File: src/rtl/spike_window_counter.sv
// Spike-rate sampler: counts MN_spike rising edges over programmable windows of
// neuron_clk cycles and queues each window count in a first-word-fall-through FIFO.
module spike_window_counter #(
   parameter int CW = 32,
   parameter int AW = 4,
   parameter int DW = 16
) (
   input  logic          neuron_clk,
   input  logic          reset_sim,
   input  logic          MN_spike,
   input  logic [15:0]   spkid_MN,
   input  logic [31:0]   win_len,
   input  logic          rd_en,
   output logic [CW-1:0] fifo_dout,
   output logic          fifo_empty,
   output logic          fifo_full,
   output logic [AW:0]   fifo_level,
   output logic          win_done,
   output logic [CW-1:0] live_count,
   output logic [15:0]   last_spkid,
   output logic [DW-1:0] drop_cnt
);

   typedef enum logic {IDLE, COUNT} state_t;

   localparam int DEPTH = 1 << AW;

   state_t        state_q, state_d;
   logic          spike_prev_q, spike_prev_d;
   logic [31:0]   cyc_cnt_q, cyc_cnt_d;
   logic [31:0]   win_len_q, win_len_d;
   logic [CW-1:0] live_count_q, live_count_d;
   logic [15:0]   last_spkid_q, last_spkid_d;
   logic [DW-1:0] drop_cnt_q, drop_cnt_d;
   logic          win_done_q, win_done_d;
   logic [AW:0]   wr_ptr_q, wr_ptr_d;
   logic [AW:0]   rd_ptr_q, rd_ptr_d;
   logic [CW-1:0] mem_q [DEPTH];

   logic          spike_edge;
   logic          terminal;
   logic          full;
   logic          empty;
   logic          push;
   logic          pop;
   logic [CW-1:0] close_val;

   always_ff @(posedge neuron_clk) begin
      if (reset_sim) begin
         state_q      <= IDLE;
         spike_prev_q <= 1'b0;
         cyc_cnt_q    <= '0;
         win_len_q    <= '0;
         live_count_q <= '0;
         last_spkid_q <= '0;
         drop_cnt_q   <= '0;
         win_done_q   <= 1'b0;
         wr_ptr_q     <= '0;
         rd_ptr_q     <= '0;
      end else begin
         state_q      <= state_d;
         spike_prev_q <= spike_prev_d;
         cyc_cnt_q    <= cyc_cnt_d;
         win_len_q    <= win_len_d;
         live_count_q <= live_count_d;
         last_spkid_q <= last_spkid_d;
         drop_cnt_q   <= drop_cnt_d;
         win_done_q   <= win_done_d;
         wr_ptr_q     <= wr_ptr_d;
         rd_ptr_q     <= rd_ptr_d;
      end
   end

   // Storage is not reset; the pointers alone define what is valid.
   always_ff @(posedge neuron_clk) begin
      if (push && !reset_sim) begin
         mem_q[wr_ptr_q[AW-1:0]] <= close_val;
      end
   end

   always_comb begin
      spike_edge = MN_spike & ~spike_prev_q;
      empty      = (wr_ptr_q == rd_ptr_q);
      full       = (wr_ptr_q[AW] != rd_ptr_q[AW]) && (wr_ptr_q[AW-1:0] == rd_ptr_q[AW-1:0]);
      terminal   = (state_q == COUNT) && (cyc_cnt_q == win_len_q - 32'd1);
      close_val  = (&live_count_q) ? live_count_q : live_count_q + CW'(spike_edge);
      pop        = rd_en & ~empty;
      // A pop in the same cycle frees the slot, so a full FIFO still accepts the sample.
      push       = terminal & (~full | pop);
   end

   always_comb begin
      state_d      = state_q;
      spike_prev_d = MN_spike;
      cyc_cnt_d    = cyc_cnt_q;
      win_len_d    = win_len_q;
      live_count_d = live_count_q;
      last_spkid_d = spike_edge ? spkid_MN : last_spkid_q;
      drop_cnt_d   = drop_cnt_q;
      win_done_d   = 1'b0;
      wr_ptr_d     = push ? wr_ptr_q + (AW+1)'(1) : wr_ptr_q;
      rd_ptr_d     = pop  ? rd_ptr_q + (AW+1)'(1) : rd_ptr_q;
      case (state_q)
         IDLE: begin
            live_count_d = '0;
            if (win_len != '0) begin
               win_len_d = win_len;
               cyc_cnt_d = '0;
               state_d   = COUNT;
            end
         end
         COUNT: begin
            if (terminal) begin
               live_count_d = '0;
               cyc_cnt_d    = '0;
               win_done_d   = 1'b1;
               win_len_d    = win_len;
               if (win_len == '0) begin
                  state_d = IDLE;
               end
               if (!push && !(&drop_cnt_q)) begin
                  drop_cnt_d = drop_cnt_q + DW'(1);
               end
            end else begin
               live_count_d = close_val;
               cyc_cnt_d    = cyc_cnt_q + 32'd1;
            end
         end
         default: state_d = IDLE;
      endcase
   end

   always_comb begin
      fifo_dout  = mem_q[rd_ptr_q[AW-1:0]];
      fifo_empty = empty;
      fifo_full  = full;
      fifo_level = wr_ptr_q - rd_ptr_q;
      win_done   = win_done_q;
      live_count = live_count_q;
      last_spkid = last_spkid_q;
      drop_cnt   = drop_cnt_q;
   end

endmodule

File: config.mk
export PLATFORM = sky130hd
export DESIGN_NAME = spike_window_counter
export DESIGN_NICKNAME = d
export VERILOG_FILES = /design/src/rtl/spike_window_counter.sv
export SDC_FILE = /design/constraint.sdc
export NUM_CORES = 1
export LEC_CHECK = 0
export CORE_MARGIN = 10
export CORE_UTILIZATION = 40
export CTS_BUF_LIST = sky130_fd_sc_hd__clkbuf_4 sky130_fd_sc_hd__clkbuf_8 sky130_fd_sc_hd__clkbuf_16
export DETAILED_ROUTE_END_ITERATION = 7
export SETUP_SLACK_MARGIN = 0.1
export SYNTH_ARGS = -nofsm -noshare
export SYNTH_HDL_FRONTEND = slang
export SYNTH_SLANG_ARGS = --single-unit
File: constraint.sdc
create_clock -name neuron_clk -period 16.5 [get_ports neuron_clk]
set_input_delay 3.3 -clock neuron_clk [delete_from_list [all_inputs] [get_ports neuron_clk]]
set_output_delay 3.3 -clock neuron_clk [all_outputs]
set_load 0.05 [all_outputs]
**After elaboration in Yosys (flattened, before gate mapping)**

Memories as Yosys holds them, arrays and structs flattened. A register that Yosys moved wholly into a read port is not among the register bits.
Cells that the tools add are included.

- Equality and inequality tests: 6
- Muxes and demuxes: 18
- Reductions and logical operators: 14
- Add/sub/neg operators: 7
- Bitwise gates (word level): 8

Operators with widths:

| kind | number |
|---|---|
| 32-bit 2-to-1 mux | 6 |
| 32-bit case mux with 2 select lines | 3 |
| 32-bit by 1-bit adder with 32-bit output | 1 |
| 32-bit by 1-bit adder with 32-bit output, second input constant | 1 |
| 32-bit equality test | 1 |
| 32-bit zero test | 1 |
| 32-bit AND reduction | 1 |
| 32-bit nonzero test | 1 |
| 32-bit by 1-bit subtractor with 32-bit output, second input constant | 1 |
| 16-bit by 1-bit adder with 16-bit output, second input constant | 1 |
| 16-bit AND reduction | 1 |
| 5-bit by 1-bit adder with 5-bit output, second input constant | 2 |
| 4-bit 2-to-1 mux | 2 |
| 1-bit 2-to-1 mux | 6 |
| 5-bit equality test | 1 |
| 5-bit subtractor | 1 |
| 4-bit equality test | 1 |
| 1-bit logical AND | 4 |
| 1-bit NOT | 4 |
| 1-bit AND | 3 |
| 1-bit zero test | 3 |
| 3-bit AND reduction | 1 |
| 2-bit by 1-bit inequality test with 1-bit output, second input constant | 1 |
| 2-bit inequality test, second input constant | 1 |
| 5 further kinds | 5 |

- Output and inout bits: 104
- Bits of input ports: 52
- Memory bits (writable): 512
- Word-level logic and storage cells: 64
- Memories: 1
- Register bits: 141

Memories:

| memory | words | width | rd ports | clocked after Yosys merged registers in | write ports | RTL line | source |
|---|---|---|---|---|---|---|---|
| mem_q | 16 | 32 | 1 | 1 | 1 | 38 | `logic [CW-1:0] mem_q [DEPTH];` |

**Depth between registers and ports, before layout**

Gate-level depths: netlist of the first run.

- Depth in word-level cells: 8
- Gate-level depth with buffers: 13
- Gate-level depth less buffers: 10

**Least setup slack after synthesis of the first run**

OpenSTA, ideal clock, no wires.

- Kind: input to register
- Start: input reset_sim
- End: memory mem_q[3][0], enable pin
- Path slack: 8,899 ps
- Library setup time: 501 ps
- Stages on the path: 5
- Data arrival time: 7,099 ps
- Path through: clkbuf_1 inv_1 clkbuf_1 nand2_1 nor4_1

- Word-level cells in the longest chain between the ends: 4

Ends and longest elaborated chain:

| item | RTL line | source |
|---|---|---|
| start: declaration | 9 | `input logic reset_sim,` |
| 1-bit zero test | 76 | `if (push && !reset_sim) begin` |
| 1-bit logical AND | 76 |  |
| 1-bit 2-to-1 mux | 76 |  |
| 1-bit 2-to-1 mux (not written as such) | 77 | `mem_q[wr_ptr_q[AW-1:0]] <= close_val;` |
| end: declaration | 38 |  |

Every way passes these cells.

==> impl_metrics.json, run 1 <==
{
  "status": "completed",
  "clkTransAtPathRegs_ps": 60,
  "crit_type": "register to output pin",
  "place.gp.congestion": 0.858,
  "clockBufferDepth": 3,
  "ir_drop_mv": 0.0784,
  "setup_violations": 0,
  "coreArea_um2": 68600,
  "insertion_delay_ps": 630,
  "skew_ps": 37.0,
  "final.fill_count": 5782,
  "die_area_um2": 80200,
  "synth-main-ff-cell": "edfxtp_1",
  "avgSynthCellArea_um2": 15.5,
  "track_usage": 0.174,
  "grt_first_pass_wirelength_mm": 107,
  "setup_tns_ps": 0,
  "holdPathEnd": "last_spkid[12]",
  "synth_edf_count": 512,
  "leakagePower_nw": 10.3,
  "fmax_ghz": 0.131,
  "r2r_end": "mem_q[1][25]",
  "maxSlewViolCount": 0,
  "cp_max_fo": 73,
  "yosysWarnings": 0,
  "first_pass_iters": 5,
  "grt.overflow.total": 0,
  "synth_top_area_share": 0.555,
  "syn_area_um2": 27700,
  "die_w_um": 283,
  "finalCritPeriodShare": 0.462,
  "cts_tree": "built",
  "finalHoldViolCount": 0,
  "drc": 0,
  "num_rows": 96,
  "seq_area_frac_synth": 0.660,
  "area_delta_synth_final_pct": 18.9,
  "ant_nets": 0,
  "tightest_slew_ps": 1300,
  "io-pin-count": 156,
  "grt_max_degree": 93,
  "layout_min_cycle_time_ps": 7620,
  "drt-wirelength-per-cell_um": 24.2,
  "cp-start-kind": "register",
  "yosysUniqueCellTypes": 67,
  "worst_ep_arrival_time_ps": 4320,
  "drive_gt1_frac": 0.191,
  "yosysTopAreaCell": "edfxtp_1",
  "vias": 16700,
  "holdWs_ps": 454,
  "port_buffers": 155,
  "rrSetupSlack_ps": 10870,
  "powerDensity_nw_per_um2": 109,
  "diodes": 0,
  "grt_setup_unrepaired": "false",
  "ctsHoldBuffers": 0,
  "wl_mm": 70.5,
  "p_total_w": 0.00360,
  "cts.sinks": 657,
  "first_global_vias": 17000,
  "rr_startpoint": "win_len_q[0]",
  "end_kind": "output pin",
  "fin_util": 0.480,
  "worstPathRequired_ps": 13200,
  "antenna_found_initial": 0,
  "async_flop_share": 0,
  "rr_worst_depth": 9,
  "numCtsBuffers": 71,
  "hp-class": "register to register",
  "vias_per_cell": 5.73,
  "post_cts_buffers": 0,
  "syn_inst": 1788,
  "start_util": 0.404,
  "cap_violations": 0,
  "htreeDepth": 3,
  "die_h_um": 283,
  "synth.area.top_cells": "edfxtp_1 (55%), mux4_2 (13%), dfxtp_1 (10%)",
  "finalNetCount": 1997,
  "ys_ff_latch": 657,
  "hold_depth": 2,
  "cts-root-buf": "clkbuf_16",
  "min_from": "last_spkid[12]",
  "dp_hpwl_mm": 41.0,
  "post_cts_resized": 0,
  "max_slew_margin": 0.125,
  "drtIter0Drc": 1323,
  "syn_nets": 1855
}
-- critical path, stage by stage (launching register included) --
cell	delay [ps]
dfxtp_4	920
buf_4	960
mux4_2	430
mux4_2	570
clkdlybuf4s50_1	740
-- flip-flops by register name (all words and copies together) (netlist names), named ones only --
| signal | count |
|---|---|
| wr_ptr_q | 5 |
| win_done | 1 |
| live_count | 32 |
| drop_cnt | 16 |
| mem_q | 512 |
| win_len_q | 32 |
| cyc_cnt_q | 32 |
| spike_prev_q | 1 |
| state_q | 1 |
| rd_ptr_q | 5 |
| last_spkid | 16 |
-- metrics by stage --
step / instance area, um^2 / setup slack, ps / std cells
6_report: 32900 / 8880 / 2920
3_3_place_gp: 30400 / 9190 / 2788
4_1_cts: 32900 / 8780 / 2920
2_1_floorplan: 27700 / 8900 / 1788
5_1_grt: 32900 / 8690 / 2920
3_5_place_dp: 30400 / 9060 / 2788
-- cell usage in the layout, fill, tap and decap left out, types with 8 or more instances in the layout --
master,n
clkbuf_4,15
or4_1,12
and3_1,36
xnor2_1,49
ha_1,14
or2_2,8
nand4_1,38
mux4_2,160
clkinv_2,9
nor4_1,29
buf_4,38
nand3_1,81
clkbuf_16,74
nor3_1,45
nor2b_1,20
a21oi_1,30
nor3_2,13
xor2_1,47
dfxtp_1,140
a31oi_1,42
inv_1,25
nand2_1,115
o311ai_0,42
edfxtp_1,512
o21ai_0,12
bufinv_16,10
nor2_1,46
nor3b_1,36
clkdlybuf4s50_1,154
-- power by group --
part / switching (W) / total, W / internal, W
logic: 0.0000632 / 0.000105 / 0.0000418
clock network: 0.000677 / 0.00171 / 0.00103
registers: 0.0000124 / 0.00178 / 0.00177
total: 0.000752 / 0.00360 / 0.00284
-- routing by layer --
layer  track usage  wire length, um  vias to the layer above
met5             0                0                        -
met4        0.0551             2070                        0
met3        0.0351             4120                      120
met2         0.286            34300                      509
li1              -                -                     7419
met1         0.230            30100                     8680
-- synth_stat cells, drive strengths merged, types with 5 or more instances --
cell	count
or2	8
and2	6
xor2	47
clkbuf	90
nand4	38
a31oi	42
nor3	58
nand3	81
dfxtp	145
nor4	37
a21oi	31
ha	14
nor2b	21
xnor2	50
or4	15
buf	34
o31ai	5
o311ai	43
edfxtp	512
o211ai	5
mux2i	5
nor3b	36
mux2	6
nand2	115
inv	26
mux4	160
or3	8
and4	5
o22ai	6
and3	36
o21ai	13
nor2	46
-- kinds of logic after synthesis --
group	count (synthesis)	share of synthesized area
DFF	657	0.660
buffers and inverters	151	0.0215
xor gates and xnor gates	97	0.0307
AOI/OAI and AO/OA	168	0.0427
and+or+nand+nor	529	0.104
muxes	171	0.134
adders and majority gates	15	0.00704
-- final cells by class --
| class | instances | area (um^2) | area share |
|---|---|---|---|
| inverter | 27 | 101 | 0.00308 |
| timing repair buffer | 193 | 1850 | 0.0561 |
| multi-input combinational | 980 | 8960 | 0.272 |
| sequential | 657 | 18300 | 0.555 |
| clock buffer | 92 | 2010 | 0.0609 |
| clock inverter | 40 | 569 | 0.0173 |
| tap | 931 | 1160 | 0.0354 |
-- worst max path at each step --
stage	from	to	slack, ps	cells past startpoint
2_1_floorplan	reset_sim	mem_q[3][0]	8900	5
3_3_place_gp	MN_spike	mem_q[4][10]	9190	8
3_5_place_dp	MN_spike	mem_q[5][10]	9060	8
4_1_cts	register	fifo_dout[3]	8780	4
5_1_grt	register	fifo_dout[0]	8690	4
6_report	register	fifo_dout[3]	8880	4
No activity file was read; power rests on OpenSTA's default activity.
==> inputs of run 2 (changes only) <==
==> constraint.sdc (replaced) <==
create_clock -name neuron_clk -period 6.78 [get_ports neuron_clk]
set_input_delay 1.356 -clock neuron_clk [delete_from_list [all_inputs] [get_ports neuron_clk]]
set_output_delay 1.356 -clock neuron_clk [all_outputs]
set_load 0.05 [all_outputs]
==> impl_metrics.json, run 2 (synthesized netlist as in run 1, its figures left out) <==
{
  "status": "completed",
  "cpPeakStageDelay_ps": 850,
  "grt_first_pass_wirelength_mm": 105,
  "antenna_found_initial": 0,
  "area_delta_synth_final_pct": 18.4,
  "fin_cells": 2919,
  "ctsHoldBuffers": 0,
  "finalHoldViolCount": 0,
  "first_pass_iters": 6,
  "finalCritPeriodShare": 0.758,
  "rr_worst_depth": 8,
  "skew_ps": 25.9,
  "setup_violations": 0,
  "place.gp.congestion": 0.864,
  "worstPathCellList": "buf_4 -> mux4_2 -> mux4_2 -> clkdlybuf4s50_1",
  "crit_type": "register to output pin",
  "cap_violations": 0,
  "p_sw_frac": 0.206,
  "cts-root-buf": "clkbuf_16",
  "setup_tns_ps": 0,
  "coreArea_um2": 68600,
  "switchingPower_w": 0.00176,
  "dp_hpwl_mm": 41.8,
  "ir_drop_mv": 0.195,
  "num_rows": 96,
  "drc": 0,
  "cp_max_fo": 35,
  "start_util": 0.404,
  "hold_depth": 2,
  "powerDensity_nw_per_um2": 260,
  "worstPathRequired_ps": 5420,
  "vias_per_cell": 5.68,
  "layout_commonest_cell": "edfxtp_1",
  "vias": 16600,
  "post_cts_resized": 0,
  "die_area_um2": 80200,
  "post_cts_buffers": 0,
  "end_kind": "output pin",
  "seqPwrFrac": 0.509,
  "finalNetCount": 1997,
  "tightest_slew_ps": 1210,
  "cts_tree": "built",
  "drt-wirelength-per-cell_um": 23.6,
  "leakagePower_nw": 10.1,
  "cts.sinks": 657,
  "place_inst": 2790,
  "clockBufferDepth": 3,
  "insertion_delay_ps": 610,
  "final_cell_mix": "edfxtp_1 (512), mux4_2 (160), clkdlybuf4s50_1 (154), dfxtp_1 (140), nand2_1 (115)",
  "final_area_um2": 32800,
  "wl_mm": 68.8,
  "p_clk_frac": 0.462,
  "die_w_um": 283,
  "drtIter0Drc": 1472,
  "fmax_ghz": 0.194,
  "io-pin-count": 156,
  "layout_min_cycle_time_ps": 5140,
  "track_usage": 0.169,
  "drive_gt1_frac": 0.189,
  "max_slew_margin": 0.191,
  "first_global_vias": 16600,
  "cpMostUsedCell": "mux4_2",
  "ant_nets": 0,
  "cpMaxStageDelayCell": "dfxtp_4",
  "internal_power_w": 0.00677,
  "numCtsBuffers": 69,
  "worst_ep_arrival_time_ps": 3790,
  "htreeDepth": 3,
  "grt.overflow.total": 0,
  "cp-start-kind": "register",
  "port_buffers": 155,
  "rr_startpoint": "win_len_q[0]",
  "r2r_end": "cyc_cnt_q[9]",
  "hp-class": "register to register",
  "dpl_cell_area_um2": 30400,
  "min_from": "last_spkid[6]",
  "holdPathEnd": "last_spkid[6]",
  "p_total_w": 0.00852,
  "die_h_um": 283,
  "clkTransAtPathRegs_ps": 60,
  "fin_util": 0.478,
  "rrSetupSlack_ps": 1780,
  "combPwrFrac": 0.029,
  "maxSlewViolCount": 0,
  "largest_register_ff_count": 512,
  "grt_setup_unrepaired": "false",
  "grt_max_degree": 73
}
[run 2: worst max-delay path: cells and delay by family, from the launching register on]
kind,cells,cell delay (ps)
DFF,1,850
buffers and inverters,2,1210
muxes,2,1070
[run 2: how the worst max path moves through the flow]
| stage | from | endpoint | slack [ps] |
|---|---|---|---|
| 2_1_floorplan | win_len_q[4] | mem_q[3][0] | 210 |
| 3_3_place_gp | MN_spike | mem_q[12][10] | 1360 |
| 3_5_place_dp | MN_spike | mem_q[12][10] | 1170 |
| 4_1_cts | register | fifo_dout[8] | 1490 |
| 5_1_grt | register | fifo_dout[7] | 1390 |
| 6_report | register | fifo_dout[8] | 1640 |
[run 2: per-stage QoR]
stage	hold WS, ps	setup slack [ps]
3_5_place_dp	449	1170
3_3_place_gp	443	1360
6_report	455	1640
4_1_cts	458	1490
5_1_grt	483	1390
2_1_floorplan	483	206
[run 2: final cells by class]
cell class	instances	area [um^2]
fillers	5813	35800
flip-flops and latches	657	18300
multi-input cells	980	8960
clock buffers	87	1900
repair buffers	195	1890
well taps	931	1160
clock inverters	41	510
inverters	27	101
diodes	1	2.50
[run 2: power by group through the flow]
stage | clock network, W | registers (W) | logic (W)
5_1_grt | 0.00418 | 0.00433 | 0.000274
3_5_place_dp | 0 | 0.00442 | 0.000250
2_1_floorplan | 0 | 0.00442 | 0.000155
6_report | 0.00394 | 0.00433 | 0.000251
3_3_place_gp | 0 | 0.00442 | 0.000246
4_1_cts | 0.00403 | 0.00433 | 0.000251
[run 2: metal layers]
layer | GRT usage | routed length [um]
met5 | 0 | 0
met4 | 0.0415 | 1090
met3 | 0.0282 | 3740
met2 | 0.287 | 34600
met1 | 0.222 | 29400
==> RTL change, RTL diff (flow settings as in run 1) <==
Put a register stage on the output `drop_cnt`, with the module's reset. The value now appears one clock later. The other outputs are not delayed to match.
--- a/src/rtl/spike_window_counter.sv
+++ b/src/rtl/spike_window_counter.sv
@@ -26,2 +26,4 @@
    localparam int DEPTH = 1 << AW;
+
+   logic [DW-1:0] drop_cnt_c;
 
@@ -140,3 +142,11 @@
       last_spkid = last_spkid_q;
-      drop_cnt   = drop_cnt_q;
+      drop_cnt_c = drop_cnt_q;
+   end
+
+   always_ff @(posedge neuron_clk) begin
+      if (reset_sim) begin
+         drop_cnt <= '0;
+      end else begin
+         drop_cnt <= drop_cnt_c;
+      end
    end
Formal check against the unedited RTL: same outputs for any inputs over 4 cycles, from zero or initial values and one cycle with reset_sim high; that may be too few to reach the edited logic, so the function may still have changed.
==> RTL change against run 1 <==
  * Sequential share of layout area increased by 0.33 points
  * Total power decreased by 0.56%
  * Maximum frequency increased by 0.19%
  * Setup slack improved by 0.014 ns
  * Cell area increased by 1.1%
  * Clock skew decreased by 0.014 ns
  * Routed wire length decreased by 1.2%
  * Synthesized area increased by 1.8%
  * Utilization decreased by 0.37 points
  * Sequential cell count increased by 16
  * Critical path depth unchanged
  * Sequential power increased by 2%
  * Worst hold slack improved by 0.0025 ns
==> RTL change: results (changes against run 1) <==
stage,metric,value,unit,change
status,status,completed,,
worst_setup_path,r2r_slack,11.25,ns,+0.38 ns
detailed_routing,drt_iter0_drc,1456,,+10%
timing,fmax,132,MHz,+0.19%
global_routing,grt_pass1_wl,106000,um,-1.4%
worst_setup_path,arrival,4.30,ns,-0.02 ns
global_routing,track_usage,17.0,%,-0.44 points
detailed_routing,vias_per_cell,5.64,,-1.5%
synth,yosysSeqAreaShare,66.0,%,about the same
detailed_routing,wl,69700,um,-1.2%
placement,dp_hpwl,38900,um,-5.0%
power,p_leak,9.67,nW,-6.1%
timing,skew,0.0228,ns,-0.0142 ns
synth,synth_area_leaders,"edfxtp_1 (55%), mux4_2 (13%), dfxtp_1 (11%)",,
worst_setup_path,crit_fanout,44,,-40%
global_routing,met1_usage,22.7,%,-0.32 points
timing,hold_slack,0.457,ns,+0.00246 ns
placement,dp_slack,9.14,ns,+0.0822 ns
timing,relSlewSlack,6.94,%,-5.5 points
synth,ys_types,75,,+12%
synth,synth_nets,1892,,+2.0%
final_layout,drive_gt1_share,18.5,%,-0.64 points
placement,gpl.final_weighted_congestion,0.850,,-0.96%
global_routing,met3_usage,2.89,%,-0.62 points
final_layout,fin_nets,2034,,+1.9%
synth,ys_top_cells_by_count,"edfxtp_1 (512), dfxtp_1 (161), mux4_2 (160), nand2_1 (134), clkbuf_1 (96)",,
global_routing,met2_usage,28.2,%,-0.36 points
power,peakVddDrop,0.0000678,V,-13%
global_routing,grt_max_degree,96,,+3.2%
## RTL change: area by class of cell
cell class,count,area (sq um)
clock inverters,51,549
fillers,5996,36600
clock buffers,82,1920
well taps,940,1180
inverters,21,78.8
flip-flops and latches,673,18600
repair buffers,187,1790
multi-input cells,1011,9190
## RTL change: metal layers
metal  vias up  part of all wire (%)  wire length (um)
met5         -                     0                 0
met4         0                   2.1              1440
met3        93                   6.0              4200
met2       530                    50             34600
met1      8635                    42             29500
li1       7473                     -                 -
## RTL change: power by group
group	internal, W	switching (W)	total, W
combinational	0.0000417	0.0000631	0.000105
sequential	0.00181	0.0000115	0.00182
clock	0.000973	0.000680	0.00165
## RTL change: path summary, 6_finish.rpt
kind                            cells past startpoint           start              to
worst min-delay path                                2  last_spkid[14]  last_spkid[14]
worst min register to register                      2  last_spkid[14]  last_spkid[14]
worst max register to register                     12    win_len_q[0]    mem_q[6][10]
worst max-delay path                                4       flip-flop   fifo_dout[17]
## RTL change: logic make-up after synthesis
| kind of cell | count (synthesis) | synth area share, % |
|---|---|---|
| AO/OA/AOI/OAI | 160 | 4.18 |
| XOR/XNOR | 80 | 2.49 |
| adder cells (fa/ha/maj) | 15 | 0.692 |
| buffers and inverters | 141 | 1.98 |
| flip-flops | 673 | 66.0 |
| multiplexers | 183 | 13.7 |
| AND/OR/NAND/NOR | 573 | 11.0 |
## RTL change: stage by stage
| step | cells | cell area, sq um |
|---|---|---|
| global placement | 2832 | 30800 |
| detailed placement | 2832 | 30800 |
| floorplan | 1825 | 28200 |
| global route | 2965 | 33300 |
| CTS | 2965 | 33300 |
| finish | 2965 | 33300 |
## RTL change: worst max-delay path, stage by stage (launching register included)
cell             delay, ns
dfxtp_4               0.91
buf_4                 0.85
mux4_2                0.60
mux4_2                0.56
clkdlybuf4s50_1       0.74
